## config.mk

```make
export PLATFORM = sky130hd
export DESIGN_NAME = seq_det_prog
export DESIGN_NICKNAME = d
export VERILOG_FILES = /design/src/rtl/seq_det_prog.sv
export SDC_FILE = /design/constraint.sdc
export NUM_CORES = 1
export LEC_CHECK = 0
export CORE_UTILIZATION = 35
export CTS_CLUSTER_DIAMETER = 200
export DETAILED_ROUTE_END_ITERATION = 8
export PLACE_DENSITY = 0.65
export SETUP_SLACK_MARGIN = 0.05
export SKIP_CTS_REPAIR_TIMING = 1
export SYNTH_ARGS = -nofsm -noshare
export SYNTH_HDL_FRONTEND = slang
export SYNTH_SLANG_ARGS = --single-unit
```

## constraint.sdc

```tcl
create_clock -name clk -period 3.8 [get_ports clk]
set_input_delay 0.76 -clock clk [delete_from_list [all_inputs] [get_ports clk]]
set_output_delay 0.76 -clock clk [all_outputs]
set_load 0.02 [all_outputs]
```

## src/rtl/seq_det_prog.sv

```systemverilog
// -----------------------------------------------------------------------------
// seq_det_prog
//
// Serial pattern detector with a pattern register that can be reloaded at run
// time. It watches a 1-bit stream that is qualified by a valid strobe. When the
// last PAT_W valid bits equal the pattern register, it raises a one-cycle pulse.
// Detection can be overlapping or non-overlapping. This block sits between a
// serial bit source and downstream event/interrupt logic.
//
// Optional feature (compile-time macro SEQ_DET_CNT_EN):
//   defined   : det_cnt counts detections, saturates at 2^CNT_W-1, and is
//               cleared by cnt_clr. cnt_clr wins over an increment in the same
//               cycle.
//   undefined : det_cnt is tied to 0, cnt_clr is ignored, and no counter flops
//               exist.
//
// Parameters:
//   PAT_W    pattern length in bits (2..32)
//   PAT_RST  pattern loaded at reset; MSB is the oldest bit
//   CNT_W    width of the detection counter
//
// Ports:
//   clk       system clock, rising edge
//   rst       synchronous, active-low reset
//   seq_in    serial data bit
//   seq_vld   seq_in is sampled only when this is 1
//   ovl_en    1 = overlapping detection, 0 = non-overlapping
//   pat_load  load pat_in into the pattern register (ignores seq_in that cycle)
//   pat_in    new pattern; MSB is the oldest bit
//   cnt_clr   clear det_cnt
//   det_o     one-cycle detection pulse (registered)
//   det_cnt   saturating detection count (registered)
//   pat_o     current pattern register (registered)
//
// Handshake: seq_in is consumed on every rising edge where seq_vld=1 and
// pat_load=0. There is no back-pressure; the block accepts one bit per cycle.
// Per-edge priority: rst > pat_load > seq_vld.
// -----------------------------------------------------------------------------
module seq_det_prog #(
   parameter int               PAT_W   = 5,
   parameter logic [PAT_W-1:0] PAT_RST = 5'b10110,
   parameter int               CNT_W   = 8
) (
   input  logic             clk,
   input  logic             rst,
   input  logic             seq_in,
   input  logic             seq_vld,
   input  logic             ovl_en,
   input  logic             pat_load,
   input  logic [PAT_W-1:0] pat_in,
   input  logic             cnt_clr,
   output logic             det_o,
   output logic [CNT_W-1:0] det_cnt,
   output logic [PAT_W-1:0] pat_o
);

   // fill must be able to hold the value PAT_W itself
   localparam int              FILL_W = $clog2(PAT_W + 1);
   localparam logic [FILL_W-1:0] FULL = FILL_W'(PAT_W);

   // ---------------------------------------------------------------------------
   // State
   // ---------------------------------------------------------------------------
   logic [PAT_W-1:0]  pat_reg;
   logic [PAT_W-1:0]  hist;     // shift history, newest bit in LSB
   logic [FILL_W-1:0] fill;     // number of valid bits held in hist
   logic              det_q;

   // ---------------------------------------------------------------------------
   // Next-state signals
   // ---------------------------------------------------------------------------
   logic [PAT_W-1:0]  hist_sh;  // hist with seq_in shifted in
   logic [FILL_W-1:0] fill_inc; // fill+1, capped at PAT_W
   logic              match;
   logic [PAT_W-1:0]  pat_nx;
   logic [PAT_W-1:0]  hist_nx;
   logic [FILL_W-1:0] fill_nx;
   logic              det_nx;

   always_comb begin
      hist_sh  = {hist[PAT_W-2:0], seq_in};
      fill_inc = (fill == FULL) ? fill : fill + 1'b1;
      match    = (fill_inc == FULL) && (hist_sh == pat_reg);

      pat_nx  = pat_reg;
      hist_nx = hist;
      fill_nx = fill;
      det_nx  = 1'b0;

      if (pat_load) begin
         // A new pattern invalidates any partial match against the old one
         pat_nx  = pat_in;
         hist_nx = '0;
         fill_nx = '0;
      end else if (seq_vld) begin
         hist_nx = hist_sh;
         det_nx  = match;
         // Non-overlapping mode: after a hit, the next hit needs PAT_W fresh
         // bits. Clearing fill is enough; stale hist bits are ignored until
         // fill reaches PAT_W again.
         if (match && !ovl_en) begin
            fill_nx = '0;
         end else begin
            fill_nx = fill_inc;
         end
      end
      // seq_vld=0: hist/fill hold, so a gap does not break a partial match
   end

   always_ff @(posedge clk) begin
      if (!rst) begin
         pat_reg <= PAT_RST;
         hist    <= '0;
         fill    <= '0;
         det_q   <= 1'b0;
      end else begin
         pat_reg <= pat_nx;
         hist    <= hist_nx;
         fill    <= fill_nx;
         det_q   <= det_nx;
      end
   end

   assign det_o = det_q;
   assign pat_o = pat_reg;

   // ---------------------------------------------------------------------------
   // Detection counter
   // ---------------------------------------------------------------------------
`ifdef SEQ_DET_CNT_EN
   logic [CNT_W-1:0] cnt_q;

   // Increments on the same edge that sets det_o, so det_cnt and det_o change
   // together.
   always_ff @(posedge clk) begin
      if (!rst) begin
         cnt_q <= '0;
      end else if (cnt_clr) begin
         cnt_q <= '0;
      end else if (det_nx && (cnt_q != {CNT_W{1'b1}})) begin
         cnt_q <= cnt_q + 1'b1;
      end
   end

   assign det_cnt = cnt_q;
`else
   logic cnt_clr_unused;

   assign cnt_clr_unused = cnt_clr;
   assign det_cnt        = '0;
`endif

endmodule

```

### Word level (Yosys, flattened, before mapping)

Index checks and enable logic that the tools add are counted.

| word-level totals | value |
|---|---|
| register bits after elaboration | 13 |
| bits of input ports | 12 |
| output and inout bits | 14 |

| operators by class | value |
|---|---|
| add/sub/neg operators | 1 |
| equality and inequality tests | 3 |
| mux-type cells | 2 |
| bitwise operators | 2 |
| reduce and logical (&&, ||, !) cells | 5 |

Operator list:

| kind | number |
|---|---|
| 3-bit equality test, second input constant | 2 |
| 3-bit 2-to-1 mux | 2 |
| 5-bit equality test | 1 |
| 3-bit by 1-bit adder with 3-bit output, second input constant | 1 |
| 3-bit OR reduction | 1 |
| 1-bit logical AND | 2 |
| 1-bit inverter | 2 |
| 2-bit OR reduction | 1 |
| 1-bit logical NOT | 1 |

### Depth between registers and ports, before layout

Gate-level depths: netlist of the first run.

| logic depth | value |
|---|---|
| word-level depth | 6 |
| gate-level depth with buffers | 5 |
| depth with buffers taken out | 5 |

### Least setup slack after synthesis of the first run

No wires, ideal clock.

| timing | value |
|---|---|
| path type | input-to-reg |
| start point | input seq_vld |
| end point | register fill[1] |
| setup time | 0.135 ns |
| arrival | 1.543 ns |
| path slack | 2.121 ns |
| stages | 5 |
| buffers on the path | 1 |
| cell sequence | buf_6 > nand3b_1 > a221o_1 > o41ai_4 > a211oi_1 |

RTL lines:

| item | RTL line | RTL |
|---|---|---|
| start: declaration | 47 | `input logic seq_vld,` |
| end signal: assignment | 119 | `fill <= fill_nx;` |
| end: declaration | 66 | `logic [FILL_W-1:0] fill;` |

==> impl_metrics.toml, run 1 <==
[sta]
fin_setup_tns_ns = 0
timing.final.crit_share_pct = 55.0
finalHoldViolCount = 0
min_period_ns = 2.09
setup_viol = 0
clock.fmax_mhz = 479
timing.final.max_slew_violations = 0
rsz0062_at_grt = "no"
clock_skew_ns = 0.000474

[setup_path]
critPathKind = "in2reg"
critPathMaxStageDelay_ns = 0.68
timing.critical_path.fanout_max = 8
critPathLaunchType = "primary input"
crit_chain = "clkdlybuf4s50_1 > nand3b_1 > a221o_1 > o41ai_4 > a211oi_1"
cp.buffers_inverters = 1
end_kind = "flop"
critPathArrivalTime_ns = 2.24
crit_required_ns = 3.95
crit_family = "compound AO/OA/AOI/OAI gates"
cp_slowest_cell = "clkdlybuf4s50_1"

[floorplanning]
ioPinCount = 26
die_w_um = 45.3
rows = 15
fp.dieH_um = 45.3
dieArea_um2 = 2050
start_util_pct = 37.6
coreArea_um2 = 1750

[power]
power_density_nw_per_um2 = 338
power_switching_uw = 75.4
p_int_uw = 204
switching_share_pct = 27.0
p_clk_share_pct = 30.4
pwr-share-comb_pct = 17.5
leakage_nw = 0.341
ir_drop_mv = 0.203
p_seq_share_pct = 52.1

[finish]
layout-drive-gt1-share_pct = 6.02
final_cells = 108
diodes = 0
syn_to_final_growth_pct = 25.7
finalNetCount = 98

[synthesis]
ys.warnings.count = 0
synth_top_area_share_pct = 39.6
syn_inst = 66
seq_area_frac_synth_pct = 39.6
syn_area_um2 = 657
synth_area_per_cell_um2 = 9.95
ys_seq_elements = 13
yosysTopAreaCell = "dfxtp_1"
post_synth_num_cell_types = 23
yosys-top-cells-area = "dfxtp_1, mux2i_1, buf_4"

[clock_tree]
clk_transition_reported_paths_ns = 0.08
clk_path_buf_depth = 2
clock-sinks = 13
cts_max_level = 1
cts_tree = "done"
root_buffer = "clkbuf_4"
cts_buffers = 3
clock_latency_ns = 0.27

[global_routing]
antenna_found_initial = 0
grt_usage_pct = 12.5
grt_pass1_wl_um = 1810
overflow = 0
grt_pass1_vias = 421
grt_max_degree = 9

[routing]
drt-initial-drc-count = 4
wl_per_cell_um = 9.70
vias = 465
drc = 0
drt_first_pass_iters = 4
viasPerCell = 4.31
routed_wl_um = 1050
ant_nets = 0

[placement]
dp_hpwl_um = 823
placed_cells = 104
io_buffers = 16
finalWeightedCongestion = 0.646

[outcome]
status = "finished, final reports clean"

[worst_hold_path]
min-delay-path-class = "reg2reg"

[run]
drv_cap = 0
==> layout make-up <==
cell class / count / area (um2)
Inverter: 4 / 15.0
Clock buffer: 3 / 22.5
Sequential cell: 13 / 260
Tap cell: 25 / 31.3
Timing Repair Buffer: 16 / 160
Clock inverter: 1 / 5.00
Multi-Input combinational cell: 46 / 332
Fill cell: 184 / 920
==> power by group through the flow <==
stage               logic [mW]  clock network [mW]  registers [mW]
detailed placement      0.0488                   0           0.148
finish                  0.0488              0.0849           0.145
CTS                     0.0491              0.0894           0.145
floorplan               0.0326                   0           0.151
global route            0.0532              0.0948           0.146
global placement        0.0484                   0           0.148
==> sequential cells by signal (all words and copies together) (netlist names) <==
| signal | cells |
|---|---|
| hist | 4 |
| pat_o | 5 |
| fill | 3 |
| det_o | 1 |
==> stage by stage <==
step                      hold slack, ns  setup slack, ns  utilization [%]  instance area, um2  power, mW
after global placement             0.504             1.42             45.7                 798      0.196
final                              0.532             1.71             47.3                 826      0.279
after global routing               0.559             1.64             47.3                 826      0.294
after CTS                          0.535             1.72             47.3                 826      0.284
after detailed placement           0.514             1.42             45.7                 798      0.197
after floorplan                    0.482             2.12                -                 683      0.184
==> cell usage in the layout (no fill, tap or decap) <==
| master | instances |
|---|---|
| nand2_1 | 4 |
| conb_1 | 8 |
| mux2i_1 | 9 |
| xnor2_1 | 4 |
| a21boi_0 | 1 |
| o41ai_4 | 1 |
| a211oi_1 | 1 |
| clkdlybuf4s50_1 | 16 |
| nor2_1 | 6 |
| nand2b_1 | 1 |
| nand3b_1 | 1 |
| a21oi_1 | 1 |
| o221ai_1 | 1 |
| and4b_1 | 1 |
| nor4_1 | 1 |
| inv_1 | 4 |
| a221o_1 | 1 |
| nor3_1 | 1 |
| nor2b_1 | 2 |
| dfxtp_1 | 13 |
| ha_1 | 2 |
| clkinv_2 | 1 |
| clkbuf_4 | 3 |
==> path summary, 6_finish.rpt <==
path | startpoint | end | slack [ns] | cells after the start
worst max-delay path | seq_vld | fill[1] | 1.71 | 5
worst min-delay path | hist[3] | hist[3] | 0.53 | 2
worst max register to register | pat_o[4] | fill[1] | 2.46 | 4
worst min register to register | hist[3] | hist[3] | 0.53 | 2
==> worst reg2reg max path, stage by stage (launching register included) <==
cell and delay [ns]:
dfxtp_1 0.37, xnor2_1 0.13, o221ai_1 0.21, o41ai_4 0.43, a211oi_1 0.08
==> routing by layer <==
layer	up-vias	track usage [%]	share of wire, %
met2	17	19.4	44
met3	2	2.80	6.4
li1	242	-	-
met1	204	15.7	48
met4	0	7.27	1.3
met5	-	0	0
==> cell families (layout without fill, tap and decap cells) <==
| logic type | after synthesis | after routing | share of synthesized area (%) |
|---|---|---|---|
| flip-flops | 13 | 13 | 39.6 |
| adder cells (fa/ha/maj) | 2 | 2 | 3.81 |
| multiplexers | 9 | 9 | 13.7 |
| AO/OA/AOI/OAI | 6 | 6 | 10.1 |
| other | 1 | 8 | 0.571 |
| XOR/XNOR | 4 | 4 | 5.33 |
| buffers and inverters | 14 | 24 | 13.9 |
| AND/OR/NAND/NOR | 17 | 17 | 13.0 |
==> cell usage after synthesis <==
cell type / n
inv_1: 4
o221ai_1: 1
and4b_1: 1
ha_1: 2
nor3_1: 1
conb_1: 1
nor4_1: 1
a221o_1: 1
nand3b_1: 1
a21oi_1: 1
o41ai_4: 1
xnor2_1: 4
a21boi_0: 1
buf_4: 8
mux2i_1: 9
nand2b_1: 1
buf_6: 1
nor2_1: 6
nor2b_1: 2
dfxtp_1: 13
nand2_1: 4
buf_2: 1
a211oi_1: 1
No activity file was read; power rests on OpenSTA's default activity.
==> run 2: changes to the inputs <==
==> constraint.sdc (replaced) <==
create_clock -name clk -period 2.1 [get_ports clk]
set_input_delay 0.42 -clock clk [delete_from_list [all_inputs] [get_ports clk]]
set_output_delay 0.42 -clock clk [all_outputs]
set_load 0.02 [all_outputs]
==> run 2 against run 1 <==
- routed wire length up 0.38%
- final cell count grew 1.9%
- via count increased by 2.2%
- power rose by 82%
- largest cell class unchanged
==> impl_metrics.toml, run 2 (synthesis gave the netlist of run 1 again) <==
[power]
p_clk_share_pct = 30.2
switching_share_pct = 26.3
pwr-share-comb_pct = 18.0
power_switching_uw = 133
leakage_nw = 0.348
power_density_nw_per_um2 = 604
ir_drop_mv = 0.287
p_seq_share_pct = 51.8
p_int_uw = 374

[finish]
layout-drive-gt1-share_pct = 7.06
diodes = 0
final_common_cell = "clkdlybuf4s50_1"
finalNetCount = 100
syn_to_final_growth_pct = 27.8
largest_reg_flops = 5
design_area_um2 = 840
mostFrequentLayoutCells = "clkdlybuf4s50_1, dfxtp_1, mux2i_1"
final_util_pct = 48.1
n_fill_cell = 170

[placement]
io_buffers = 16
place_area_um2 = 813
dp_slack_ns = 0.230
dp_hpwl_um = 831
finalWeightedCongestion = 0.637

[setup_path]
critPathArrivalTime_ns = 1.27
cp_slowest_cell = "clkdlybuf4s50_1"
critPathMaxStageDelay_ns = 0.62
critPathKind = "reg2out"
end_kind = "output port"
r2r-end = "fill[1]"
r2r_start = "fill[1]"
crit_required_ns = 1.68
ff2ff_path_depth = 5
critPathLaunchType = "flop"
crit_family = "buffers and inverters"
timing.critical_path.fanout_max = 4
r2r_setup_slack_ns = 0.74
crit_chain = "clkdlybuf4s50_1"
cp.buffers_inverters = 1

[global_routing]
grt_max_degree = 8
grt_usage_pct = 13.1
antenna_found_initial = 0
grt_pass1_vias = 452
grt_pass1_wl_um = 1930
overflow = 0

[sta]
rsz0062_at_grt = "no"
setup_viol = 0
fin_setup_tns_ns = 0
clock_skew_ns = 0.00300
finalHoldViolCount = 0
min_period_ns = 1.69
timing.final.max_slew_violations = 0
clock.fmax_mhz = 590
timing.final.crit_share_pct = 80.7
fin_ws_ns = 0.406

[clock_tree]
cts_max_level = 1
root_buffer = "clkbuf_4"
clk_transition_reported_paths_ns = 0.08
cts_buffers = 3
clock-sinks = 13
clock_latency_ns = 0.27
cts_tree = "done"
clk_path_buf_depth = 2

[floorplanning]
ioPinCount = 26
fp.dieH_um = 45.3
dieArea_um2 = 2050
die_w_um = 45.3
coreArea_um2 = 1750
rows = 15
start_util_pct = 37.6

[routing]
ant_nets = 0
wl_per_cell_um = 9.56
viasPerCell = 4.32
drt_first_pass_iters = 4
routed_wl_um = 1050
drt-initial-drc-count = 10
vias = 475
drc = 0

[worst_hold_path]
hold_path_depth = 2
hold_start = "hist[3]"
min-delay-path-class = "reg2reg"
hold_end = "hist[3]"

[outcome]
status = "finished, final reports clean"

[run]
drv_cap = 0
## run 2: cell types whose count changed in the layout (fill, tap and decap cells not counted)
cell and delta:
clkbuf_1 +1, clkinv_2 -1, buf_4 +2
## run 2: per-stage QoR
| step | cells | power, mW | hold WS (ns) |
|---|---|---|---|
| after floorplan | 73 | 0.333 | 0.482 |
| after global placement | 106 | 0.358 | 0.505 |
| after detailed placement | 106 | 0.360 | 0.509 |
| after CTS | 110 | 0.513 | 0.527 |
| after global routing | 110 | 0.532 | 0.547 |
| final | 110 | 0.507 | 0.530 |
## run 2: power groups by stage
stage / Combinational (mW) / Clock (mW) / Sequential (mW)
finish: 0.0914 / 0.153 / 0.262
CTS: 0.0918 / 0.158 / 0.263
global placement: 0.0903 / 0 / 0.268
detailed placement: 0.0914 / 0 / 0.268
floorplan: 0.0590 / 0 / 0.274
global route: 0.101 / 0.167 / 0.264
## run 2: tightest hold or removal path, cell delays in order (launching register included)
cell and delay [ns]:
dfxtp_1 0.35, mux2i_1 0.07, nor2_1 0.08
## run 2: routing by layer
layer | wire [um] | part of all wire, % | global-route usage, % | vias up
met1 | 510 | 48 | 17.8 | 211
met2 | 472 | 45 | 18.8 | 17
li1 | - | - | - | 247
met4 | 0 | 0 | 7.27 | 0
met5 | 0 | 0 | 0 | -
met3 | 69 | 6.6 | 3.20 | 0
## run 2: worst max path at each step
stage	startpoint	endpoint	cells past startpoint
final	pat_o[1]	pat_o[1]	1
after floorplan	pat_o[4]	fill[1]	4
after CTS	pat_o[1]	pat_o[1]	1
after global placement	seq_vld	fill[1]	5
after detailed placement	seq_vld	fill[1]	5
after global routing	pat_o[1]	pat_o[1]	1
## run 2: layout make-up
class                           count  area [um2]  share of cell area (%)
Sequential cell                    13         260                    31.0
Clock buffer                        4        26.3                    3.13
Multi-Input combinational cell     46         332                    39.5
Tap cell                           25        31.3                    3.73
Timing Repair Buffer               18         175                    20.9
Inverter                            4        15.0                    1.79
==> run 3: changes to the inputs <==
--- a/config.mk
+++ b/config.mk
@@ -8,7 +8,7 @@
 export CORE_UTILIZATION = 35
 export CTS_CLUSTER_DIAMETER = 200
 export DETAILED_ROUTE_END_ITERATION = 8
-export PLACE_DENSITY = 0.65
+export PLACE_DENSITY = 0.67
 export SETUP_SLACK_MARGIN = 0.05
 export SKIP_CTS_REPAIR_TIMING = 1
 export SYNTH_ARGS = -nofsm -noshare
==> constraint.sdc (replaced) <==
create_clock -name clk -period 1.5 [get_ports clk]
set_input_delay 0.3 -clock clk [delete_from_list [all_inputs] [get_ports clk]]
set_output_delay 0.3 -clock clk [all_outputs]
set_load 0.02 [all_outputs]
==> run 3 against run 2 <==
- flip-flop and latch count did not move
- non-clock buffer count up 4
- clock skew fell by 0.0020 ns
- power increased by 40%
- clock-buffer cell count did not move
- register-to-register slack worse by 0.55 ns
- first-iteration DRC count fell by 80%
- final cell count increased by 3.6%
- utilization is 2.6 points higher
==> impl_metrics.toml, run 3 (synthesis gave the netlist of run 1 again) <==
[clock_tree]
clock_latency_ns = 0.27
cts_tree = "done"
clk_path_buf_depth = 2
cts_buffers = 3
clk_transition_reported_paths_ns = 0.07
clock-sinks = 13
cts_max_level = 1
root_buffer = "clkbuf_4"

[global_routing]
grt_pass1_vias = 430
grt_pass1_wl_um = 1750
grt_usage_pct = 12.4
antenna_found_initial = 0
overflow = 0
grt_max_degree = 8

[placement]
finalWeightedCongestion = 0.681
dp_hpwl_um = 873
dp_slack_ns = -0.181
io_buffers = 16
place_area_um2 = 843
placed_cells = 110

[setup_path]
crit_chain = "clkdlybuf4s50_1 > nand3b_1 > a221o_1 > o41ai_4 > nor2_1"
r2r-end = "fill[0]"
crit_required_ns = 1.65
crit_end = "fill[0]"
end_kind = "flop"
timing.critical_path.fanout_max = 3
critPathArrivalTime_ns = 1.55
r2r_setup_slack_ns = 0.19
critPathMaxStageDelay_ns = 0.49
critPathKind = "in2reg"
r2r_start = "pat_o[4]"
cp-startpoint = "seq_vld"
critPathLaunchType = "primary input"
cp_slowest_cell = "clkdlybuf4s50_1"
ff2ff_path_depth = 4

[finish]
syn_to_final_growth_pct = 34.7
design_area_um2 = 885
layout-drive-gt1-share_pct = 11.2
final_common_cell = "dfxtp_1"
largest_reg_flops = 5
final_util_pct = 50.7
finalNetCount = 104
final_cells = 114
diodes = 0
mostFrequentLayoutCells = "dfxtp_1, clkdlybuf4s50_1, mux2i_1"

[sta]
whs_ns = 0.523
clock.fmax_mhz = 716
min_period_ns = 1.40
fin_setup_tns_ns = 0
fin_ws_ns = 0.104
timing.final.crit_share_pct = 93.0
finalHoldViolCount = 0
rsz0062_at_grt = "no"
setup_viol = 0
clock_skew_ns = 0.000990
timing.final.max_slew_violations = 0

[power]
power_density_nw_per_um2 = 799
ir_drop_mv = 0.416
p_total_uw = 707
leakage_nw = 0.425

[routing]
drc = 0
vias = 487
wl_per_cell_um = 9.43
drt_first_pass_iters = 2
drt-initial-drc-count = 2
routed_wl_um = 1080
viasPerCell = 4.27
ant_nets = 0

[floorplanning]
die_w_um = 45.3
rows = 15
start_util_pct = 37.6
ioPinCount = 26
fp.dieH_um = 45.3
dieArea_um2 = 2050
coreArea_um2 = 1750

[worst_hold_path]
min-delay-path-class = "reg2reg"

[outcome]
status = "finished, final reports clean"

[run]
drv_cap = 0
-- run 3: changes by cell type in the layout (fill, tap and decap cells not counted) --
cell / change
clkdlybuf4s50_1: -6
dlymetal6s2s_1: +6
buf_4: +4
-- run 3: area by class of cell --
| type | instances | area (um2) |
|---|---|---|
| Timing Repair Buffer | 22 | 220 |
| Multi-Input combinational cell | 46 | 332 |
| Sequential cell | 13 | 260 |
| Tap cell | 25 | 31.3 |
| Clock buffer | 4 | 26.3 |
| Fill cell | 175 | 861 |
| Inverter | 4 | 15.0 |
-- run 3: worst min path at each step --
stage	slack, ns	to	from	cells after the start
after floorplan	0.36	pat_o[1]	rst	1
after global placement	0.51	hist[3]	hist[3]	2
after detailed placement	0.51	hist[3]	hist[3]	2
after CTS	0.53	hist[3]	hist[3]	2
after global routing	0.56	hist[0]	hist[0]	2
final	0.52	hist[3]	hist[3]	2
-- run 3: where the power goes --
part / internal (mW) / leakage, nW / switching [mW]
clock network: 0.103 / 0.0150 / 0.104
logic: 0.0684 / 0.304 / 0.0648
registers: 0.357 / 0.106 / 0.0108
total: 0.528 / 0.425 / 0.179
-- run 3: per-layer routing --
metal | vias to the layer above | wire length [um] | track usage [%]
met5 | - | 0 | 0
met1 | 212 | 484 | 15.0
met3 | 2 | 76 | 3.60
met2 | 20 | 504 | 18.6
met4 | 0 | 10 | 9.09
li1 | 253 | - | -
-- run 3: critical path: cells and delay by family --
kind,cells,cell delay (ns)
buffers and inverters,1,0.49
and+or+nand+nor,2,0.18
AOI/OAI and AO/OA,2,0.58
